File: src/rtl/pe_sched.sv
// pe_sched: sequences one tile job on a pe_unit (MAC over K x S operand pairs, then round/drain per slot).
// Optional macro PE_SCHED_PERF_EN adds the perf_stall_cnt port counting MAC-state stall cycles.
module pe_sched #(
    parameter int para_int_bits  = 7,
    parameter int para_frac_bits = 9,
    parameter int SLOT_NUM       = 8,
    parameter int K_W            = 8,
    localparam int W             = para_int_bits + para_frac_bits
) (
    input  logic           clk,
    input  logic           rst_n,
    input  logic           start,
    input  logic [K_W-1:0] cfg_k,
    input  logic [3:0]     cfg_slots,
    input  logic           op_valid,
    input  logic [W-1:0]   op_a,
    input  logic [W-1:0]   op_b,
    output logic           op_ready,
    output logic [W-1:0]   pe_data_in_1,
    output logic [W-1:0]   pe_data_in_2,
    output logic [3:0]     pe_add_number,
    output logic           pe_keep,
    output logic           pe_rounder_en,
    input  logic [W-1:0]   pe_data_out,
    input  logic           pe_rounder_valid,
    output logic           res_valid,
    output logic [W-1:0]   res_data,
    output logic [3:0]     res_slot,
    output logic           busy,
`ifdef PE_SCHED_PERF_EN
    output logic [15:0]    perf_stall_cnt,
`endif
    output logic           done
);

    localparam logic [3:0] SLOT_MAX = 4'(SLOT_NUM - 1);

    typedef enum logic [2:0] {
        ST_IDLE  = 3'd0,
        ST_MAC   = 3'd1,
        ST_FLUSH = 3'd2,
        ST_ROUND = 3'd3,
        ST_WAIT  = 3'd4,
        ST_DONE  = 3'd5
    } state_t;

    state_t         state_r, next_state;
    logic [3:0]     slot_r, slot_s;
    logic [K_W-1:0] k_r, k_s;
    logic [1:0]     flush_r, flush_s;
    logic [K_W-1:0] k_max_r;
    logic [3:0]     s_max_r;
    logic [3:0]     slots_clamped_s;

    logic           accept_s;
    logic           op_ready_s, op_ready_r;
    logic [W-1:0]   din1_s, din1_r, din2_s, din2_r;
    logic [3:0]     add_s, add_r;
    logic           keep_s, keep_r;
    logic           ren_s, ren_r;
    logic           res_valid_s, res_valid_r;
    logic [W-1:0]   res_data_s, res_data_r;
    logic [3:0]     res_slot_s, res_slot_r;
    logic           busy_s, busy_r;
    logic           done_s, done_r;

    assign slots_clamped_s = (cfg_slots > SLOT_MAX) ? SLOT_MAX : cfg_slots;

    // State and counter registers
    always_ff @(posedge clk or negedge rst_n) begin
        if (!rst_n) begin
            state_r <= ST_IDLE;
            slot_r  <= 4'd0;
            k_r     <= '0;
            flush_r <= 2'd0;
        end else begin
            state_r <= next_state;
            slot_r  <= slot_s;
            k_r     <= k_s;
            flush_r <= flush_s;
        end
    end

    // Job configuration, captured only when a start is accepted
    always_ff @(posedge clk or negedge rst_n) begin
        if (!rst_n) begin
            k_max_r <= '0;
            s_max_r <= 4'd0;
        end else if (state_r == ST_IDLE && start) begin
            k_max_r <= cfg_k;
            s_max_r <= slots_clamped_s;
        end else begin
            k_max_r <= k_max_r;
            s_max_r <= s_max_r;
        end
    end

    // Next-state and counter update; slot is the inner loop, k the outer
    always_comb begin
        next_state = state_r;
        slot_s     = slot_r;
        k_s        = k_r;
        flush_s    = flush_r;
        case (state_r)
            ST_IDLE: begin
                if (start) begin
                    next_state = ST_MAC;
                    slot_s     = 4'd0;
                    k_s        = '0;
                    flush_s    = 2'd0;
                end else begin
                    next_state = ST_IDLE;
                end
            end
            ST_MAC: begin
                if (op_valid) begin
                    if (slot_r == s_max_r) begin
                        slot_s = 4'd0;
                        if (k_r == k_max_r) begin
                            k_s        = '0;
                            next_state = ST_FLUSH;
                        end else begin
                            k_s = k_r + K_W'(1);
                        end
                    end else begin
                        slot_s = slot_r + 4'd1;
                    end
                end else begin
                    next_state = ST_MAC;
                end
            end
            ST_FLUSH: begin
                if (flush_r == 2'd2) begin
                    flush_s    = 2'd0;
                    slot_s     = 4'd0;
                    next_state = ST_ROUND;
                end else begin
                    flush_s = flush_r + 2'd1;
                end
            end
            ST_ROUND: begin
                next_state = ST_WAIT;
            end
            ST_WAIT: begin
                if (pe_rounder_valid) begin
                    if (slot_r == s_max_r) begin
                        slot_s     = 4'd0;
                        next_state = ST_DONE;
                    end else begin
                        slot_s     = slot_r + 4'd1;
                        next_state = ST_ROUND;
                    end
                end else begin
                    next_state = ST_WAIT;
                end
            end
            ST_DONE: begin
                next_state = ST_IDLE;
            end
            default: begin
                next_state = ST_IDLE;
                slot_s     = 4'd0;
                k_s        = '0;
                flush_s    = 2'd0;
            end
        endcase
    end

    // Next values of the registered outputs; flags follow next_state so they align with the state
    always_comb begin
        accept_s    = (state_r == ST_MAC) && op_valid;
        op_ready_s  = (next_state == ST_MAC);
        busy_s      = (next_state == ST_MAC) || (next_state == ST_FLUSH) ||
                      (next_state == ST_ROUND) || (next_state == ST_WAIT);
        done_s      = (next_state == ST_DONE);
        ren_s       = (next_state == ST_ROUND);
        keep_s      = !accept_s;
        din1_s      = din1_r;
        din2_s      = din2_r;
        add_s       = add_r;
        res_valid_s = 1'b0;
        res_data_s  = res_data_r;
        res_slot_s  = res_slot_r;
        if (accept_s) begin
            din1_s = op_a;
            din2_s = op_b;
            add_s  = slot_r;
        end else if (next_state == ST_ROUND) begin
            add_s = slot_s;
        end else begin
            add_s = add_r;
        end
        if (state_r == ST_WAIT && pe_rounder_valid) begin
            res_valid_s = 1'b1;
            res_data_s  = pe_data_out;
            res_slot_s  = slot_r;
        end else begin
            res_valid_s = 1'b0;
        end
    end

    // Output registers; pe_keep idles high so the PE never accumulates outside MAC
    always_ff @(posedge clk or negedge rst_n) begin
        if (!rst_n) begin
            op_ready_r  <= 1'b0;
            din1_r      <= '0;
            din2_r      <= '0;
            add_r       <= 4'd0;
            keep_r      <= 1'b1;
            ren_r       <= 1'b0;
            res_valid_r <= 1'b0;
            res_data_r  <= '0;
            res_slot_r  <= 4'd0;
            busy_r      <= 1'b0;
            done_r      <= 1'b0;
        end else begin
            op_ready_r  <= op_ready_s;
            din1_r      <= din1_s;
            din2_r      <= din2_s;
            add_r       <= add_s;
            keep_r      <= keep_s;
            ren_r       <= ren_s;
            res_valid_r <= res_valid_s;
            res_data_r  <= res_data_s;
            res_slot_r  <= res_slot_s;
            busy_r      <= busy_s;
            done_r      <= done_s;
        end
    end

`ifdef PE_SCHED_PERF_EN
    logic [15:0] perf_stall_cnt_r;

    // Saturating count of MAC cycles without an operand pair
    always_ff @(posedge clk or negedge rst_n) begin
        if (!rst_n) begin
            perf_stall_cnt_r <= 16'd0;
        end else if (state_r == ST_IDLE && start) begin
            perf_stall_cnt_r <= 16'd0;
        end else if (state_r == ST_MAC && !op_valid && perf_stall_cnt_r != 16'hFFFF) begin
            perf_stall_cnt_r <= perf_stall_cnt_r + 16'd1;
        end else begin
            perf_stall_cnt_r <= perf_stall_cnt_r;
        end
    end

    assign perf_stall_cnt = perf_stall_cnt_r;
`endif

    assign op_ready      = op_ready_r;
    assign pe_data_in_1  = din1_r;
    assign pe_data_in_2  = din2_r;
    assign pe_add_number = add_r;
    assign pe_keep       = keep_r;
    assign pe_rounder_en = ren_r;
    assign res_valid     = res_valid_r;
    assign res_data      = res_data_r;
    assign res_slot      = res_slot_r;
    assign busy          = busy_r;
    assign done          = done_r;

endmodule

File: config.mk
export PLATFORM = sky130hd
export DESIGN_NAME = pe_sched
export DESIGN_NICKNAME = d
export VERILOG_FILES = /design/src/rtl/pe_sched.sv
export SDC_FILE = /design/constraint.sdc
export NUM_CORES = 1
export LEC_CHECK = 0
export BUFFER_PORTS_ARGS = -buffer_cell sky130_fd_sc_hd__buf_2
export CAP_MARGIN = 20
export CORE_MARGIN = 5
export CORE_UTILIZATION = 46
export DETAILED_ROUTE_END_ITERATION = 8
export HOLD_SLACK_MARGIN = 0.15
export PLACE_DENSITY = 0.78
export SLEW_MARGIN = 10
export SYNTH_ARGS = -nofsm -noshare
export SYNTH_HDL_FRONTEND = slang
export SYNTH_SLANG_ARGS = --single-unit
File: constraint.sdc
create_clock -name clk -period 2.1 [get_ports clk]
set_clock_uncertainty 0.15 [all_clocks]
set_input_delay 0.315 -clock clk [delete_from_list [all_inputs] [get_ports clk]]
set_output_delay 0.315 -clock clk [all_outputs]
set_load 0.005 [all_outputs]
After elaboration in Yosys (flattened, before gate mapping). Cells that the tools add are included.

Word-level logic and storage cells: 79. Flip-flop bits (word level): 91. Output and inout bits: 62.

Equal/unequal tests: 16. Muxes and demuxes: 26. Bitwise gates (word level): 2. Reduce and logical (&&, ||, !) cells: 14. Magnitude comparators: 1. $add $sub $neg: 3.

Operators with widths (count): 4-bit two-way mux (8); 8-bit two-way mux (4); 8-bit one-hot mux with 3 select lines (1); 4-bit one-hot mux with 5 select lines (1); 3-bit two-way mux (6); 3-bit one-hot mux with 5 select lines (1); 3-bit by 2-bit equality test with 1-bit output, second input constant (4); 3-bit equality test, second input constant (4); 8-bit by 1-bit adder with 8-bit output, second input constant (1); 8-bit equality test (1); 4-bit OR reduction (2); 3-bit by 1-bit equality test with 1-bit output, second input constant (2); 2-bit inequality test, second input constant (3); 2-bit one-hot mux with 3 select lines (1); 4-bit by 1-bit adder with 4-bit output, second input constant (1); 4-bit equality test (1); 4-bit by 3-bit greater-than comparator with 1-bit output, second input constant (1); 2-bit two-way mux (2); 4-bit AND reduction (1); 1-bit logical AND (3); 3-bit logical NOT (1); 1-bit logical OR (3); 2-bit by 1-bit adder with 2-bit output, second input constant (1); 2-bit equality test, second input constant (1); 6 further kinds (8).

Depth between registers and ports, before layout.
Depth in word-level cells: 9. Mapped depth: 8.

Worst setup path after synthesis. No wires, ideal clock.

Path kind: reg-to-reg. Start point: register slot_r[1]. End point: register add_r[1], in the netlist pe_add_number[1]. Cell stages (with the launch flop): 6. Setup slack: -0.003 ns. Required time: 1.815 ns. Buffers on the path: 0. Clock period less this slack: 2.103 ns. Arrival: 1.818 ns. Cells stage by stage: dfrtp_1 xor2_1 or4_4 o41ai_2 o21a_2 a21oi_1.

Longest elaborated chain between the ends: 6. Elaborated cells between the ends (all ways): 17. Those cells by class: add/sub (1); eq/ne (2); mux (13); reduce/logical (1).

RTL lines: start, declared (line 48) `logic [3:0] slot_r, slot_s;`; start signal, assigned (line 78) `slot_r <= slot_s;`; 4-bit equality test (*) (line 117, 146); 3-bit two-way mux (on tied branches) (line 117, 146); 3-bit two-way mux (on tied branches) (line 116, 145); 3-bit one-hot mux with 5 select lines (*) (line 104) `case (state_r)`; 3-bit by 2-bit equality test with 1-bit output (*); net ren_s (line 60) `logic ren_s, ren_r;`; 2-bit nonzero test (no source line) (*); end signal, assigned (line 220) `add_r <= add_s;`; end, declared (line 58) `logic [3:0] add_s, add_r;`.

Mark *: on every way through the listed nets, which the timed path passes. The rest lies on a longest branch. The select of a mux whose other input is x is not followed. A chain may end at the register's enable or synchronous reset.

Worst setup path in the final report.
Start point: register slot_r[1]. End point: register add_r[2], in the netlist pe_add_number[2].

Same word-level chain as after synthesis.

==> reports/qor.csv <==
stage,metric,value,unit
outcome,outcome,finished with violations,
outcome,violations,setup timing,
synth,syn_nets,482,
routing,met1_length,4.35,mm
routing,vias_per_cell,4.99,
worst_setup_path,worstSetupPathType,reg2reg,
power,power.density,736,mW/mm²
die,pin_count,127,
power,cellInternalPower,3.05,mW
clock_tree,cts_buffers,9,
placed_design,finalWeightedCongestion,0.868,
die,initial_core_util,46.7,%
global_routing,antenna_found_initial,0,
global_routing,grt_overflow,0,
synth,netlist_area,0.00402,mm²
routing,antenna_left,0,
sta,tns,-0.116,ns
synth,synth_area_leaders,"dfrtp_1 56%, nand2_1 15%, mux2_2 2.8%",
placed_design,port-buffer-count,126,
sta,slew-limit-headroom,59.5,%
clock_tree,cts_max_path_buffers,2,
global_routing,first_global_vias,3789,
finish,fin_util,68.2,%
synth,avgSynthCellArea,9.67,µm²
sta,worstMarginPinSlew,0.605,ns
finish,area_growth,46.1,%
placed_design,place_ws,-0.0959,ns
clock_tree,clkTransAtPathRegs,0.09,ns
die,die_height,103,µm
placed_design,dp_hpwl,7.02,mm
synth,yosys_warnings,0,
power,peakVddDrop,0.477,mV
routing,drc,0,
synth,synth-seq-cells,91,
finish,drive_above_1_share,31.8,%
sta,hold_slack,0.251,ns
worst_setup_path,crit_required,2.18,ns
global_routing,track_usage,20.2,%
power,p_sw,1.27,mW
worst_setup_path,cp-end-kind,flip-flop,
clock_tree,cts_root_buffer,clkbuf_8,
sta,finalCritPeriodShare,102,%
worst_setup_path,crit_arrival,2.21,ns
global_routing,grt_max_degree,43,
synth,synth_top_area_share,56.1,%
sta,finalMaxSlewViolations,0,
routing,wl_per_cell,14.7,µm
job,cap_violations,0,
sta,layout_setup_ws,-0.0366,ns
die,num_rows,34,
power,pwr-share-clk,29.2,%
power,power_frac_comb,23.2,%
routing,met2_length,5.58,mm
power,p_seq_share,47.6,%
sta,setup_violations,5,
worst_setup_path,start_kind,flip-flop,
power,power,4.32,mW
clock_tree,clkLatencyLatePin,0.35,ns
power,total_leakage_power,3.10,nW
routing,dr_total_vias,3701,
routing,route.final.wire_length,10.9,mm
synth,synthDistinctLibCells,51,
sta,final.min_clock_period,2.14,ns
sta,grt_setup_unrepaired,yes,
clock_tree,cts_tree,built,
routing,wl_met3,533,µm
routing,dr.pass1.iters,4,
die,dieArea,0.0107,mm²
clock_tree,cts_sinks,91,
sta,max_clock_freq,468,MHz
worst_setup_path,worstPathMaxFanout,5,
power,p_sw_share,29.5,%
die,core,0.00859,mm²
die,fp.dieW,103,µm
finish,final_nets,694,
synth,synth-seq-area-share,56.7,%
sta,finalHoldViolCount,0,
hold_path,min_path_type,in2reg,
synth,synthCells,415,
global_routing,grt_pass1_wl,17.0,mm
synth,yosysTopAreaCell,dfrtp_1,
routing,top_layer_used,met4,
routing,dr.first_iter.drc_count,232,
clock_tree,h-tree-depth,3,
per-layer routing:
layer	global-route usage [%]	up-vias
li1	-	1784
met1	25.1	1749
met2	34.1	131
met3	2.95	37
met4	10.9	0
met5	0	-
flip-flops by register name (all words and copies together), names as in the netlist:
signal	count
pe_data_in_1	16
pe_data_in_2	16
res_data	16
k_max_r	8
k_r	8
pe_add_number	4
res_slot	4
s_max_r	4
slot_r	4
state_r	3
flush_r	2
busy	1
done	1
op_ready	1
pe_keep	1
pe_rounder_en	1
res_valid	1
through the flow:
step           std cells  instance area [µm²]
5_1_grt              740                 5860
3_5_place_dp         656                 4940
6_report             741                 5860
2_1_floorplan        415                 4020
3_3_place_gp         656                 4940
4_1_cts              738                 5830
power by group through the flow:
| stage | logic (mW) | clock network, mW | registers, mW |
|---|---|---|---|
| finish | 1.00 | 1.26 | 2.05 |
| global route | 1.10 | 1.36 | 2.07 |
| CTS | 0.985 | 1.29 | 2.05 |
| detailed placement | 0.856 | 0 | 2.08 |
| global placement | 0.830 | 0 | 2.07 |
| floorplan | 0.426 | 0 | 2.09 |
what timing repair did:
action,4_1_cts,5_1_grt
endpoints found under the hold margin,99,0
pin swaps,3,2
buffers inserted,2,2
resized for setup,3,5
hold buffers,64,0
endpoints found under the setup margin,15,25
synthesized netlist by cell type, drive strengths merged:
cell type	count
a2111oi	1
a21o	8
a21oi	10
a221oi	1
a22o	7
a22oi	2
and2	1
and3b	1
buf	7
clkbuf	12
dfrtp	90
dfstp	1
ha	2
inv	10
mux2	10
mux2i	1
nand2	165
nand2b	3
nand3	4
nand3b	1
nand4	2
nor2	23
nor2b	4
nor3	3
nor3b	1
nor4	2
nor4b	2
nor4bb	2
o2111ai	1
o211ai	3
o21a	1
o21ai	6
o21ba	1
o22ai	1
o2bb2ai	1
o311ai	3
o31a	1
o32ai	1
o41ai	2
or2	3
or4	1
xnor2	9
xor2	5
cells by family (layout without fill, tap and decap cells):
group | count (synthesis) | after routing | share of synthesized area, %
flops | 91 | 91 | 56.7
other cells | 0 | 1 | 0
mux | 11 | 11 | 3.05
fa+ha+maj | 2 | 2 | 0.623
simple gates | 218 | 218 | 23.4
xor+xnor | 14 | 14 | 3.05
compound gates | 50 | 50 | 10.2
buf+inv | 29 | 246 | 2.87
cell type report:
cell class                 count  area (µm²)
fill                         605        2730
sequential                    91        2280
multi-input combinational    295        1660
timing repair buffer         220        1530
clock buffer                  10         138
tap                          108         135
clock inverter                 6        77.6
inverter                      10        37.5
antenna                        1        2.50
worst paths after layout:
check	startpoint	endpoint	slack, ns	cells after the start
max	slot_r[1]$_DFF_PN0_	pe_add_number[2]$_DFFE_PN0P_	-0.04	5
min	pe_rounder_valid	state_r[2]$_DFF_PN0_	0.25	3
max reg2reg	slot_r[1]$_DFF_PN0_	pe_add_number[2]$_DFFE_PN0P_	-0.04	5
min reg2reg	res_data[7]$_DFFE_PN0P_	res_data[7]$_DFFE_PN0P_	0.32	2
max in group asynchronous	rst_n	k_r[6]$_DFFE_PN0P_	0.86	3
min in group asynchronous	rst_n	pe_data_in_2[15]$_DFFE_PN0P_	0.31	2
critical path, cell delays in order, from the launching register on:
cell and delay [ns]:
dfrtp_1 0.40, xor2_1 0.19, or4_4 0.57, o41ai_4 0.40, o21a_2 0.23, a21oi_1 0.08
placed cells by master (no fill, tap or decap), types with 2 or more instances in the layout:
cell type      instances
nor3_1                 3
inv_1                  8
buf_12                 2
nand3_1                4
clkbuf_8              10
nand4_1                2
inv_6                  2
o211ai_1               3
ha_1                   2
a21oi_1               10
buf_6                  2
a21o_1                 8
nor2b_1                3
a22o_1                 7
buf_2                125
dlygate4sd3_1         64
buf_4                 27
nor2_1                23
o21ai_0                4
xnor2_1                9
nand2_1              165
or2_2                  2
o21ai_1                2
inv_8                  2
xor2_1                 4
o311ai_0               3
nand2b_1               3
a22oi_1                2
mux2_2                10
inv_2                  2
dfrtp_1               89
No activity file was read; power rests on OpenSTA's default activity.
